[config.mk]
export PLATFORM = sky130hd
export DESIGN_NAME = imem_loader
export DESIGN_NICKNAME = d
export VERILOG_FILES = /design/src/rtl/imem_loader_pkg.sv /design/src/rtl/imem_loader_byte_packer.sv /design/src/rtl/imem_loader.sv
export SDC_FILE = /design/constraint.sdc
export NUM_CORES = 1
export LEC_CHECK = 0
export CELL_PAD_IN_SITES_DETAIL_PLACEMENT = 1
export CELL_PAD_IN_SITES_GLOBAL_PLACEMENT = 1
export CORE_UTILIZATION = 30
export CTS_BUF_LIST = sky130_fd_sc_hd__clkbuf_8
export CTS_CLUSTER_SIZE = 28
export DETAILED_ROUTE_END_ITERATION = 12
export PLACE_DENSITY = 0.62
export SLEW_MARGIN = 30
export SYNTH_ARGS = -nofsm -noshare
export SYNTH_HDL_FRONTEND = slang
export SYNTH_SLANG_ARGS = --single-unit
[constraint.sdc]
create_clock -name Clock -period 2.3 [get_ports Clock]
set_clock_uncertainty 0.15 [all_clocks]
set_input_delay 0.46 -clock Clock [delete_from_list [all_inputs] [get_ports Clock]]
set_output_delay 0.46 -clock Clock [all_outputs]
set_load 0.01 [all_outputs]
[src/rtl/imem_loader_pkg.sv]
// Shared definitions for the instruction-memory loader: FSM encoding,
// stream framing constants and the default load address.
`timescale 1ns/1ps
package imem_loader_pkg;

  typedef enum logic [2:0] {
    ST_IDLE  = 3'd0,
    ST_HDR   = 3'd1,
    ST_DATA  = 3'd2,
    ST_WRITE = 3'd3,
    ST_DONE  = 3'd4,
    ST_ERR   = 3'd5
  } state_e;

  localparam int          HDR_BYTES         = 2;
  localparam int          BYTES_PER_WORD    = 4;
  localparam logic [31:0] DEFAULT_BASE_ADDR = 32'h0000_0000;

endpackage

[src/rtl/imem_loader_byte_packer.sv]
// Big-endian byte-to-word assembler. Bytes shift in from the bottom so the
// first byte of a word ends up in [31:24]. word_o already includes the byte
// being accepted, so the loader can capture a full word on the same edge
// that the fourth byte arrives.
`timescale 1ns/1ps
module byte_packer
  import imem_loader_pkg::*;
(
  input  logic        clk_i,
  input  logic        rst_ni,
  input  logic        clear_i,
  input  logic        byte_en_i,
  input  logic [7:0]  byte_i,
  output logic [31:0] word_o,
  output logic        word_ready_o
);

  logic [31:0] word_q, word_d;
  logic [1:0]  cnt_q, cnt_d;

  // Next-state for the shift register and byte counter; clear wins over a byte.
  always_comb begin
    word_d = word_q;
    cnt_d  = cnt_q;
    if (clear_i) begin
      word_d = '0;
      cnt_d  = '0;
    end else if (byte_en_i) begin
      word_d = {word_q[23:0], byte_i};
      cnt_d  = cnt_q + 2'd1;
    end
  end

  // Assembly state register.
  always_ff @(posedge clk_i or negedge rst_ni) begin
    if (!rst_ni) begin
      word_q <= '0;
      cnt_q  <= '0;
    end else begin
      word_q <= word_d;
      cnt_q  <= cnt_d;
    end
  end

  assign word_o       = {word_q[23:0], byte_i};
  assign word_ready_o = byte_en_i && !clear_i && (cnt_q == 2'(BYTES_PER_WORD - 1));

endmodule

[src/rtl/imem_loader.sv]
// Streams a length-prefixed program image into instruction memory while
// holding the CPU. Header is a 16-bit big-endian word count, followed by
// that many big-endian 32-bit words written to consecutive addresses.
`timescale 1ns/1ps
module imem_loader
  import imem_loader_pkg::*;
#(
  parameter int          DEPTH_WORDS = 256,
  parameter logic [31:0] BASE_ADDR   = DEFAULT_BASE_ADDR
) (
  input  logic        Clock,
  input  logic        Reset_n,
  input  logic        Start,
  input  logic        Byte_Valid,
  input  logic [7:0]  Byte_Data,
  output logic        Byte_Ready,
  output logic        IMem_WE,
  output logic [31:0] IMem_Addr,
  output logic [31:0] IMem_WData,
  output logic        Hold_CPU,
  output logic        Done,
  output logic        Error
);

  localparam int IDX_W = $clog2(DEPTH_WORDS + 1);

  state_e             state_q, state_d;
  logic [IDX_W-1:0]   idx_q, idx_d;
  logic [15:0]        n_q, n_d;
  logic               hdrCnt_q, hdrCnt_d;
  logic [7:0]         hdrHi_q, hdrHi_d;
  logic [31:0]        addr_q, addr_d;
  logic [31:0]        wdata_q, wdata_d;

  logic               xfer;
  logic               startAccept;
  logic               packEn;
  logic               wordReady;
  logic [31:0]        packWord;
  logic [15:0]        hdrN;

  assign Byte_Ready  = (state_q == ST_HDR) || (state_q == ST_DATA);
  assign xfer        = Byte_Valid && Byte_Ready;
  assign startAccept = Start && ((state_q == ST_IDLE) || (state_q == ST_DONE) ||
                                 (state_q == ST_ERR));
  assign packEn      = xfer && (state_q == ST_DATA);
  assign hdrN        = {hdrHi_q, Byte_Data};

  byte_packer u_packer (
    .clk_i        (Clock),
    .rst_ni       (Reset_n),
    .clear_i      (startAccept),
    .byte_en_i    (packEn),
    .byte_i       (Byte_Data),
    .word_o       (packWord),
    .word_ready_o (wordReady)
  );

  // Next-state logic: header decode, word capture and index advance.
  always_comb begin
    state_d  = state_q;
    idx_d    = idx_q;
    n_d      = n_q;
    hdrCnt_d = hdrCnt_q;
    hdrHi_d  = hdrHi_q;
    addr_d   = addr_q;
    wdata_d  = wdata_q;
    case (state_q)
      ST_IDLE, ST_DONE, ST_ERR: begin
        if (startAccept) begin
          state_d  = ST_HDR;
          idx_d    = '0;
          hdrCnt_d = 1'b0;
        end
      end
      ST_HDR: begin
        if (xfer) begin
          if (hdrCnt_q == 1'(HDR_BYTES - 1)) begin
            n_d      = hdrN;
            hdrCnt_d = 1'b0;
            if (hdrN == 16'd0) begin
              state_d = ST_DONE;
            end else if (32'(hdrN) > 32'(DEPTH_WORDS)) begin
              state_d = ST_ERR;
            end else begin
              state_d = ST_DATA;
            end
          end else begin
            hdrHi_d  = Byte_Data;
            hdrCnt_d = 1'b1;
          end
        end
      end
      ST_DATA: begin
        if (wordReady) begin
          state_d = ST_WRITE;
          wdata_d = packWord;
          addr_d  = BASE_ADDR + (32'(idx_q) << 2);
        end
      end
      ST_WRITE: begin
        idx_d = idx_q + IDX_W'(1);
        if (32'(idx_q) + 32'd1 == 32'(n_q)) begin
          state_d = ST_DONE;
        end else begin
          state_d = ST_DATA;
        end
      end
      default: state_d = ST_IDLE;
    endcase
  end

  // State register; reset lands in IDLE with the address parked at the base.
  always_ff @(posedge Clock or negedge Reset_n) begin
    if (!Reset_n) begin
      state_q  <= ST_IDLE;
      idx_q    <= '0;
      n_q      <= '0;
      hdrCnt_q <= 1'b0;
      hdrHi_q  <= '0;
      addr_q   <= BASE_ADDR;
      wdata_q  <= '0;
    end else begin
      state_q  <= state_d;
      idx_q    <= idx_d;
      n_q      <= n_d;
      hdrCnt_q <= hdrCnt_d;
      hdrHi_q  <= hdrHi_d;
      addr_q   <= addr_d;
      wdata_q  <= wdata_d;
    end
  end

  assign IMem_WE    = (state_q == ST_WRITE);
  assign IMem_Addr  = addr_q;
  assign IMem_WData = wdata_q;
  assign Hold_CPU   = (state_q != ST_DONE);
  assign Done       = (state_q == ST_DONE);
  assign Error      = (state_q == ST_ERR);

endmodule

==> out/metrics.csv, run 1 <==
metric;value;unit
worstMarginPinSlew;655;ps
grt_pass1_wl;17.7;mm
arrival;2350;ps
ys_top_cells_by_count;104 x dfrtp_1, 63 x mux2_2, 25 x a22o_1;
syn_avg_cell_area;12.6;um2
max_slew_margin;0.562;
drtIter0Drc;108;
synthFlopType;dfrtp_1;
critPathKind;flip-flop to flip-flop;
r2r_start;state_q[0];
synth_xor_area_frac;0.0210;
critPathBufInv;2;
synthMuxAreaShare;0.157;
h-tree-depth;3;
status;finished with violations;
critPathTopFamily;simple AND/OR/NAND/NOR gates;
hold-path-endpoint;IMem_Addr[7];
ys_types;46;
fp.dieH;126;um
cts_sinks;104;
netlist.area_leader.share;0.568;
diodes;0;
synth-simple-area-share;0.0762;
vias_per_cell;4.90;
numPortBuffers;57;
wire_per_inst;16.5;um
p_leak;2.68;nW
route.detailed.drc;7;
start_kind;flip-flop;
num_vias;3118;
hold_depth;2;
ys_warn_count;0;
synth_area_leaders;dfrtp_1 57%, mux2_2 15%, a22o_1 4.8%, buf_4 3.9%, o21ai_0 2.1%;
hp-class;flip-flop to flip-flop;
firstDrtPassIters;8;
synth-seq-cells;104;
dieArea;15800;um2
swShare;0.298;
synth_compound_area_frac;0.105;
cp_slowest_cell;nor4_2;
synth.yosys.seq_area_share;0.568;
clockPowerShare;0.267;
ant_nets;0;
clock_path_buffers;2;
crit_required;2450;ps
yosysTopAreaCell;dfrtp_1;
post-place-cells;617;
first_global_vias;3246;
dp_hpwl;7.49;mm
cpMostUsedCell;buf_4;
overflow;0;
clkLatencyLatePin;360;ps
synth_cells;365;
async_flop_share;1.00;
r2r_slack;100;ps
final_area;5750;um2
io_pins;81;
layoutNonFillerInstCount;636;
core_area;14700;um2
grt_usage;0.144;
gp_routability_congestion;0.775;
rows;44;
cap_viol_max_count;0;
path_clk_slew;90;ps
synthAdderAreaFrac;0.00546;
p_per_area;839;nW/um2
utilization;0.391;
fin_crit;2200;ps
peakVddDrop;0.324;mV
fin_nets;461;
grt_antenna_before_repair;0;
layout-drive-gt1-share;0.274;
drt_wl_total;10.5;mm
synth_top_family_by_area;multiplexers;
power_switching;1.44;mW
layout-area-overhead-vs-synth;25.6;%
p_int;3.39;mW
grt_start_max_net_pins;45;
hp-start;IMem_Addr[7];
grt_setup_unrepaired;true;
violations;design-rule violations;
initial_utilization;0.312;
setup_viol;0;
crit_path_max_incr_delay;550;ps
post-synth-top-count-cell;dfrtp_1;
end_kind;flip-flop;
r2r-end;state_q[0];
power_frac_seq;0.475;
cp_cell_sequence;buf_4 -> nor4_2 -> buf_4 -> a211o_1 -> o2111ai_1 -> nand3_1;
worstPathMaxFanout;25;
period_share;0.958;
synth_edf_count;0;
hold_viol_final;0;
reg2reg_depth;6;
totalPowerFinal;4.83;mW
fin_hold_ws;338;ps
chipWidth;126;um
place_area;5500;um2
syn-cell-area;4580;um2
cts_made_buffers;9;
tritoncts;yes;
final_max_slew_viol_count;0;
fmax;0.454;GHz
combinationalPowerShare;0.258;
root_buffer;clkbuf_8;
stage by stage:
step	setup slack (ps)	TNS [ps]
after floorplan	269	0
after global placement	-257	-4010
after detailed placement	-306	-5800
after CTS	22.7	0
after global routing	-39.9	-39.9
final	95.9	0
state kept, by name, indices dropped and copies added (netlist names):
name             count
hdrHi_q              8
IMem_WData          32
idx_q                9
u_packer.cnt_q       2
IMem_Addr            9
u_packer.word_q     24
hdrCnt_q             1
state_q              3
n_q                 16
cells in the final DEF, fill, tap and decap left out, drive strengths merged, types with 2 or more instances in the layout:
master / n
nor2b: 3
buf: 34
o21ai: 19
a21oi: 4
ha: 2
o21a: 2
clkbuf: 11
o2111ai: 2
mux2: 63
o31ai: 2
and3: 3
bufinv: 2
nor2: 10
conb: 23
dfrtp: 104
inv: 10
nor4: 4
o41ai: 4
xor2: 5
or4: 3
nand2b: 2
clkinv: 3
nand4: 3
clkdlybuf4s50: 52
nor3: 7
nand2: 17
a22o: 26
nand3: 7
nor3b: 2
dlygate4sd2: 3
xnor2: 6
metal layers:
layer / vias up / track usage / part of all wire
met2: 72 / 0.228 / 0.48
met5: - / 0 / 0
li1: 1434 / - / -
met4: 0 / 0.0316 / 0.012
met1: 1602 / 0.198 / 0.48
met3: 10 / 0.0364 / 0.037
worst register-to-register path, cell delays in order (launching register included):
cell	delay [ps]
dfrtp_2	450
buf_4	170
nor4_2	560
buf_4	410
a211o_1	180
o2111ai_1	130
nand3_1	100
layout make-up:
cell class / count / area, um2
clock buffer: 11 / 151
inverter: 10 / 40.0
multi-input combinational: 231 / 1770
tap: 184 / 230
sequential: 104 / 2600
clock inverter: 5 / 78.8
timing repair buffer: 91 / 875
fill: 1581 / 8950
cell families after synthesis:
family	Yosys count
simple gates	66
fa+ha+maj	2
flops	104
compound gates	65
buf+inv	52
mux	64
other cells	1
xor+xnor	11
worst max-delay path by stage:
stage | endpoint | start | slack, ps | depth (start not counted)
detailed placement | state_q[0] | Byte_Data[7] | -310 | 6
global placement | state_q[0] | Byte_Data[7] | -260 | 6
global route | state_q[0] | state_q[0] | -40 | 6
finish | state_q[0] | state_q[0] | 100 | 6
CTS | Done | state_q[0] | 20 | 4
floorplan | state_q[0] | Byte_Data[7] | 270 | 5
power groups by stage:
| stage | clock (mW) | combinational (mW) | sequential [mW] |
|---|---|---|---|
| 5_1_grt | 1.41 | 1.38 | 2.33 |
| 6_report | 1.29 | 1.24 | 2.29 |
| 3_3_place_gp | 0 | 1.18 | 2.33 |
| 4_1_cts | 1.33 | 1.27 | 2.29 |
| 2_1_floorplan | 0 | 0.838 | 2.25 |
| 3_5_place_dp | 0 | 1.23 | 2.34 |
repair_timing:
| action | in CTS | in global routing |
|---|---|---|
| setup endpoints to repair | 5 | 2 |
| endpoints found under the hold margin | 34 | 0 |
| hold buffers | 1 | 0 |
| gates cloned | 0 | 0 |
| resized for setup | 5 | 3 |
| buffers inserted | 2 | 0 |
Note: power is estimated with default switching activity, not from simulation.
==> run 2, diff against run 1 <==
Settings changed: CORE_MARGIN set to 3.
==> out/metrics.csv, run 2 (synthesis gave the netlist of run 1 again) <==
metric;value;unit
dp_hpwl;7.90;mm
diodes;0;
cpMostUsedCell;or4_1;
arrival;2310;ps
cp_slowest_cell;or4_1;
end_kind;flip-flop;
rows;44;
clock_path_buffers;2;
final_cell_mix;101 x dfrtp_1, 63 x mux2_2, 52 x clkdlybuf4s50_1, 30 x buf_4, 25 x a22o_1;
ant_nets;0;
start_kind;primary input;
cts_made_buffers;9;
setup_viol;0;
grt_setup_unrepaired;false;
status;finished clean;
tritoncts;yes;
peakVddDrop;0.285;mV
met2_usage;0.221;
busiest_layer;met2;
hp-start;IMem_Addr[5];
overflow;0;
grt_use_met3;0.0268;
crit_path_max_incr_delay;570;ps
p_leak;2.69;nW
root_buffer;clkbuf_8;
place_area;5470;um2
register_area;2610;um2
crit_required;2410;ps
hold_viol_final;0;
cts_sinks;104;
wire_per_inst;17.2;um
layout_commonest_cell;dfrtp_1;
fmax;0.453;GHz
firstDrtPassIters;4;
final_area;5770;um2
largest_reg_flops;32;
dieArea;16800;um2
fp.dieH;130;um
layout-drive-gt1-share;0.278;
grt_usage;0.135;
critPathKind;primary input to flip-flop;
vias_per_cell;4.93;
grt_pass1_wl;17.7;mm
grt_start_max_net_pins;45;
r2r_start;idx_q[0];
startpoint;Byte_Data[7];
grt_antenna_before_repair;0;
fin_crit;2210;ps
chipWidth;130;um
io_pins;81;
numPortBuffers;57;
cap_viol_max_count;0;
layout-area-overhead-vs-synth;26.0;%
cp_cell_sequence;clkdlybuf4s50_1 -> or4_1 -> o21a_1 -> or4_1 -> o2111ai_1 -> nand3_1;
drt_wl_total;11.0;mm
multi_input_area;1770;um2
route.detailed.drc;0;
met1_usage;0.184;
first_global_vias;3232;
core_area;14800;um2
gp_routability_congestion;0.769;
fin_nets;462;
clkLatencyLatePin;370;ps
initial_utilization;0.311;
worstPathMaxFanout;3;
filler_cell_count;1578;
final_max_slew_viol_count;0;
period_share;0.959;
hp-class;flip-flop to flip-flop;
h-tree-depth;3;
p_per_area;840;nW/um2
fin_hold_ws;344;ps
drtIter0Drc;153;
path_clk_slew;100;ps
num_vias;3142;
## run 2: changes by cell type in the layout (fill, tap and decap cells not counted), sizes merged
| cell | change |
|---|---|
| clkinvlp | +1 |
| clkbuf | -1 |
| clkinv | -2 |
| dlymetal6s2s | +1 |
| buf | +1 |
| dlygate4sd2 | -1 |
| inv | +2 |
## run 2: layout make-up
class	count	area share
clock inverter	6	0.0156
multi-input combinational	231	0.307
inverter	10	0.00694
timing repair buffer	92	0.156
sequential	104	0.452
tap	184	0.0399
clock buffer	10	0.0238
## run 2: path summary, 6_finish.rpt
kind | end | slack (ps) | cells past startpoint
setup / recovery | state_q[0] | 90 | 6
hold / removal | IMem_Addr[5] | 340 | 2
setup reg to reg | state_q[2] | 190 | 6
hold reg to reg | IMem_Addr[5] | 340 | 2
max in group asynchronous | state_q[1] | 970 | 3
min in group asynchronous | u_packer.word_q[5] | 460 | 2
## run 2: report_power, final
| group | internal [mW] | switching [mW] | total, mW |
|---|---|---|---|
| Sequential | 2.09 | 0.216 | 2.31 |
| Combinational | 0.647 | 0.603 | 1.25 |
| Clock | 0.649 | 0.642 | 1.29 |
## run 2: repair_timing
action                                 CTS  global route
buffers inserted                         6             1
hold buffers                             1             0
setup endpoints to repair                5             2
endpoints found under the hold margin   33             0
gates resized for setup                  7             2
## run 2: through the flow
step | setup TNS [ps] | util | power (mW) | instances | setup slack [ps]
6_report | 0 | 0.391 | 4.85 | 637 | 94.3
2_1_floorplan | 0 | - | 3.09 | 387 | 269
5_1_grt | 0 | 0.391 | 5.15 | 637 | 8.16
4_1_cts | 0 | 0.390 | 4.91 | 636 | 0.199
3_5_place_dp | -782 | 0.371 | 3.56 | 613 | -320
3_3_place_gp | -541 | 0.371 | 3.50 | 613 | -265
## run 2: worst max-delay path: cells and delay by family
family | cells | cell delay (ps)
AOI/OAI and AO/OA | 2 | 360
buffers and inverters | 1 | 420
and+or+nand+nor | 3 | 1070
## run 2: per-layer routing
metal | part of all wire | routed length [um]
met4 | 0.0088 | 97
met1 | 0.46 | 5080
met3 | 0.037 | 408
met2 | 0.49 | 5380
met5 | 0 | 0
==> run 3, diff against run 2 <==
Settings changed: GPL_ROUTABILITY_DRIVEN set to 0.
==> results of run 3 <==
Final layout, timing and power as in run 2 (identical DEF).
==> edit 1 (settings of run 3) <==
`n_q` no longer has a reset.
--- a/src/rtl/imem_loader.sv
+++ b/src/rtl/imem_loader.sv
@@ -115,7 +115,6 @@
     if (!Reset_n) begin
       state_q  <= ST_IDLE;
       idx_q    <= '0;
-      n_q      <= '0;
       hdrCnt_q <= 1'b0;
       hdrHi_q  <= '0;
       addr_q   <= BASE_ADDR;
@@ -123,12 +122,15 @@
     end else begin
       state_q  <= state_d;
       idx_q    <= idx_d;
-      n_q      <= n_d;
       hdrCnt_q <= hdrCnt_d;
       hdrHi_q  <= hdrHi_d;
       addr_q   <= addr_d;
       wdata_q  <= wdata_d;
     end
+  end
+
+  always_ff @(posedge Clock) begin
+    n_q <= n_d;
   end
 
   assign IMem_WE    = (state_q == ST_WRITE);
Behaviour: same outputs for any inputs over 10 cycles, from zero or initial values and one cycle with Reset_n low; that may be too few to reach the edited logic, so the function may still have changed.
==> edit 1 against run 3 <==
Power down 12%. Design area decreased by 1.6%. Sequential share of layout area up 2.1 points. Sequential cell count did not move. Utilization shrank 0.19 points. Wire length is 1.6% lower. Worst hold slack worse by 0.0054 ns. Critical path depth is 1 higher. Area after synthesis down 2.3%. Highest routed layer unchanged. Critical path type unchanged. Largest cell class unchanged. Worst setup slack worse by 0.021 ns.
==> edit 1: results <==
export IMPL_outcome="complete, no violations"
export IMPL_grtUsageTotal_pct=13.7
export IMPL_n_fill_cell=1576
export IMPL_area_growth_pct=26.9
export IMPL_ff2ff_setup_slack_ns=0.17
export IMPL_min_path_type="register to register"
export IMPL_reg2reg_depth=6
export IMPL_synth_commonest_cells="dfrtp_1 (88), mux2_2 (47), a22o_1 (25), buf_4 (23), edfxtp_1 (16)"
export IMPL_n_antenna_cell=0
export IMPL_setup_violations=0
export IMPL_first_global_vias=3199
export IMPL_hpwl_um=7590
export IMPL_largest_reg_flops=32
export IMPL_dr_first_iter_drc_count=100
export IMPL_routed_wl_um=10800
export IMPL_ir_drop_mv=0.394
export IMPL_post_dp_cell_area_um2=5390
export IMPL_antenna_found_initial=0
export IMPL_drcViolationCount=0
export IMPL_grt_ovfl_total=0
export IMPL_numCtsBuffers=9
export IMPL_endpoint="state_q[1]"
export IMPL_reg2reg_to="state_q[1]"
export IMPL_p_leak_nw=2.56
export IMPL_grt_pass1_wl_um=17700
export IMPL_async_flop_share_pct=84.6
export IMPL_arrival_ns=2.35
export IMPL_rr_startpoint="hdrHi_q[4]"
export IMPL_ys_seq_area_share_pct=59.9
export IMPL_synth_area_leaders="dfrtp_1 (49%), mux2_2 (12%), edfxtp_1 (11%)"
export IMPL_drive_above_1_share_pct=28.3
export IMPL_fin_nets=443
export IMPL_grt_max_degree=42
export IMPL_synth_edf_count=16
export IMPL_io_buffers=57
export IMPL_crit_start="Byte_Data[2]"
export IMPL_vias=2942
export IMPL_cp_max_fo=2
export IMPL_ys_flop_type="dfrtp_1"
export IMPL_cts_root_buf="clkbuf_8"
edit 1: cell types whose count changed after synthesis, sizes merged, moves of 6 or more:
| cell | run 3 | this run |
|---|---|---|
| mux2 | 63 | 49 |
| dfrtp | 104 | 88 |
| nor2 | 10 | 16 |
| clkbuf | 9 | 3 |
| edfxtp | 0 | 16 |
edit 1: what timing repair did:
| item | in CTS | in global routing |
|---|---|---|
| buffers inserted | 6 | 0 |
| gates resized for setup | 6 | 8 |
| endpoints found under the hold margin | 29 | 0 |
| hold buffers | 1 | 0 |
| endpoints found under the setup margin | 5 | 3 |
| pin swaps | 0 | 1 |
edit 1: critical path: stages:
cell and delay [ns]:
clkdlybuf4s50_1 0.47, or4_4 0.56, o21ai_4 0.18, nand3b_2 0.14, nor3_4 0.20, nor2b_1 0.08, a311oi_2 0.26
edit 1: area by class of cell:
| type | count | share of cell area (%) |
|---|---|---|
| clock buffer | 9 | 2.18 |
| inverter | 7 | 0.463 |
| sequential | 104 | 47.3 |
| timing repair buffer | 94 | 15.6 |
| multi-input combinational | 213 | 29.1 |
| clock inverter | 7 | 1.37 |
| tap | 184 | 4.05 |
edit 1: how the worst min path moves through the flow:
stage,startpoint,slack (ns),cells past startpoint,to
final,hdrHi_q[1],0.34,0,n_q[9]
after global routing,hdrHi_q[1],0.36,0,n_q[9]
after CTS,hdrHi_q[3],0.34,0,n_q[11]
after detailed placement,Reset_n,0.29,1,IMem_WData[3]
after global placement,Reset_n,0.28,1,IMem_WData[5]
after floorplan,Reset_n,0.01,0,IMem_Addr[10]
edit 1: per-layer routing:
metal,routed length [um],GRT usage (%)
met1,4820,18.2
met2,5360,22.5
met3,498,3.50
met4,109,3.56
met5,0,0
edit 1: logic make-up after synthesis:
group / Yosys count / share of synthesized area, %
buffers and inverters: 44 / 5.92
XOR/XNOR: 14 / 2.74
flip-flops: 104 / 59.9
adder cells (fa/ha/maj): 2 / 0.559
multiplexers: 49 / 12.3
AND/OR/NAND/NOR: 65 / 8.58
other: 1 / 0.0838
AO/OA/AOI/OAI: 60 / 9.87
edit 1: where the power goes:
part	total (mW)	switching (mW)	internal, mW
sequential	2.22	0.148	2.07
combinational	0.853	0.458	0.395
clock	1.17	0.654	0.518
edit 1: metrics by stage:
step	worst slack, ns	total power [mW]	cells
3_3_place_gp	-0.220	3.04	595
2_1_floorplan	0.0938	2.72	361
5_1_grt	0.00383	4.49	618
4_1_cts	0.00996	4.28	618
3_5_place_dp	-0.271	3.07	595
6_report	0.0731	4.25	618
==> edit 2 (config.mk and constraints of run 3) <==
Without the edit above. Set the parameter `DEPTH_WORDS` to 128 (it was 256).
--- a/src/rtl/imem_loader.sv
+++ b/src/rtl/imem_loader.sv
@@ -5,7 +5,7 @@
 module imem_loader
   import imem_loader_pkg::*;
 #(
-  parameter int          DEPTH_WORDS = 256,
+  parameter int          DEPTH_WORDS = 128,
   parameter logic [31:0] BASE_ADDR   = DEFAULT_BASE_ADDR
 ) (
   input  logic        Clock,
Formal check against the unedited RTL: not equivalent (Yosys sat finds a counterexample within 4 cycles, from zero or initial values and one cycle with Reset_n low).
==> edit 2 against run 3 <==
Power is 8.0% lower. Worst hold slack better by 0.015 ns. Critical path depth is 1 higher. Wire length is 4.1% lower. Register-to-register slack worse by 0.16 ns. Sequential cell count is 2 lower. Cell count is 2.4% lower. Design area is 1.3% lower. Via count is 5.5% lower. Combinational power is 6% lower. Area after synthesis is 3.2% lower. Worst setup slack worse by 0.062 ns. Utilization is 1.1 points higher. Global-route usage is 0.31 points higher. Largest cell class unchanged. Largest power group unchanged. Highest routed layer unchanged.
==> edit 2: results <==
export IMPL_clk_pin_slew_worst_paths_ns=0.10
export IMPL_synth_xor_area_share_pct=2.37
export IMPL_grt_max_degree=41
export IMPL_async_flop_share_pct=100
export IMPL_synth_compound_area_share_pct=10.4
export IMPL_vias=2969
export IMPL_placed_cells=602
export IMPL_antenna_found_initial=0
export IMPL_ys_types=44
export IMPL_ys_seq_area_share_pct=57.5
export IMPL_critPathMaxStageDelay_ns=0.47
export IMPL_io_buffers=56
export IMPL_syn_instance_count=343
export IMPL_dp_slack_ns=-0.0111
export IMPL_rr_startpoint="state_q[0]"
export IMPL_dr_first_iter_drc_count=124
export IMPL_synth_commonest_cells="dfrtp_1 (102), mux2_2 (64), a22o_1 (26), buf_4 (24), o21ai_0 (15)"
export IMPL_fin_nets=452
export IMPL_cp_slowest_cell="or4b_4"
export IMPL_cp_max_fo=2
export IMPL_layoutNonFillerInstCount=622
export IMPL_largest_reg_flops=32
export IMPL_outcome="complete, no violations"
export IMPL_hpwl_um=7680
export IMPL_clock_latency_ns=0.39
export IMPL_synth_area_leaders="dfrtp_1 (58%), mux2_2 (16%), a22o_1 (5.1%)"
export IMPL_grt_pass1_wl_um=17400
export IMPL_synth_fa_ha_area_share_pct=0.564
export IMPL_p_leak_nw=2.65
export IMPL_ir_drop_mv=0.250
export IMPL_htree_levels=3
export IMPL_arrival_ns=2.39
export IMPL_n_fill_cell=1510
export IMPL_cts_path_max_buffers=2
export IMPL_routed_wl_um=10500
export IMPL_min_path_type="input pin to asynchronous set/reset pin"
export IMPL_first_global_vias=3218
export IMPL_reg2reg_to="state_q[1]"
export IMPL_drive_above_1_share_pct=31.0
export IMPL_critical_path_top_delay_family="simple AND/OR/NAND/NOR gates"
export IMPL_whs_ns=0.358
export IMPL_n_antenna_cell=0
export IMPL_synth_area_mux_share_pct=16.2
export IMPL_ff2ff_setup_slack_ns=0.03
export IMPL_grtUsageTotal_pct=13.8
export IMPL_reg2reg_depth=7
export IMPL_post_dp_cell_area_um2=5400
edit 2: layer usage:
layer | track usage (%) | routed length (um) | vias to the layer above
li1 | - | - | 1375
met1 | 18.2 | 4750 | 1531
met2 | 22.1 | 5240 | 52
met3 | 3.85 | 393 | 11
met4 | 4.12 | 142 | 0
met5 | 0 | 0 | -
edit 2: what timing repair did:
| action | 4_1_cts | 5_1_grt |
|---|---|---|
| pin swaps | 0 | 5 |
| endpoints found under the setup margin | 5 | 5 |
| buffers inserted | 4 | 0 |
| hold buffers | 1 | 0 |
| endpoints found under the hold margin | 23 | 0 |
| resized for setup | 7 | 16 |
edit 2: area by class of cell:
| type | count | area (um2) | share of cell area [%] |
|---|---|---|---|
| clock inverter | 5 | 41.3 | 0.725 |
| inverter | 6 | 22.5 | 0.395 |
| timing repair buffer | 100 | 923 | 16.2 |
| multi-input combinational | 219 | 1790 | 31.5 |
| sequential | 102 | 2550 | 44.8 |
| tap | 180 | 225 | 3.95 |
| clock buffer | 10 | 138 | 2.42 |
edit 2: worst max-delay path by stage:
stage / startpoint / end / slack, ns / cells after the start
floorplan: n_q[9] / state_q[1] / 0.25 / 5
detailed placement: Byte_Valid / hdrHi_q[5] / -0.01 / 7
global route: state_q[0] / state_q[1] / -0.05 / 7
CTS: state_q[0] / Done / 0.02 / 4
finish: state_q[0] / state_q[1] / 0.03 / 7
global placement: Byte_Valid / hdrHi_q[5] / -0.002 / 7
edit 2: report_power, final:
group / internal (mW) / switching (mW)
sequential: 2.04 / 0.181
clock: 0.426 / 0.643
combinational: 0.580 / 0.591
edit 2: worst reg2reg max path, stage by stage (launching register included):
cell,delay (ns)
dfrtp_1,0.38
buf_6,0.11
or4b_4,0.47
nor4_4,0.34
o311ai_4,0.17
a2111oi_4,0.31
buf_4,0.16
a211oi_1,0.07
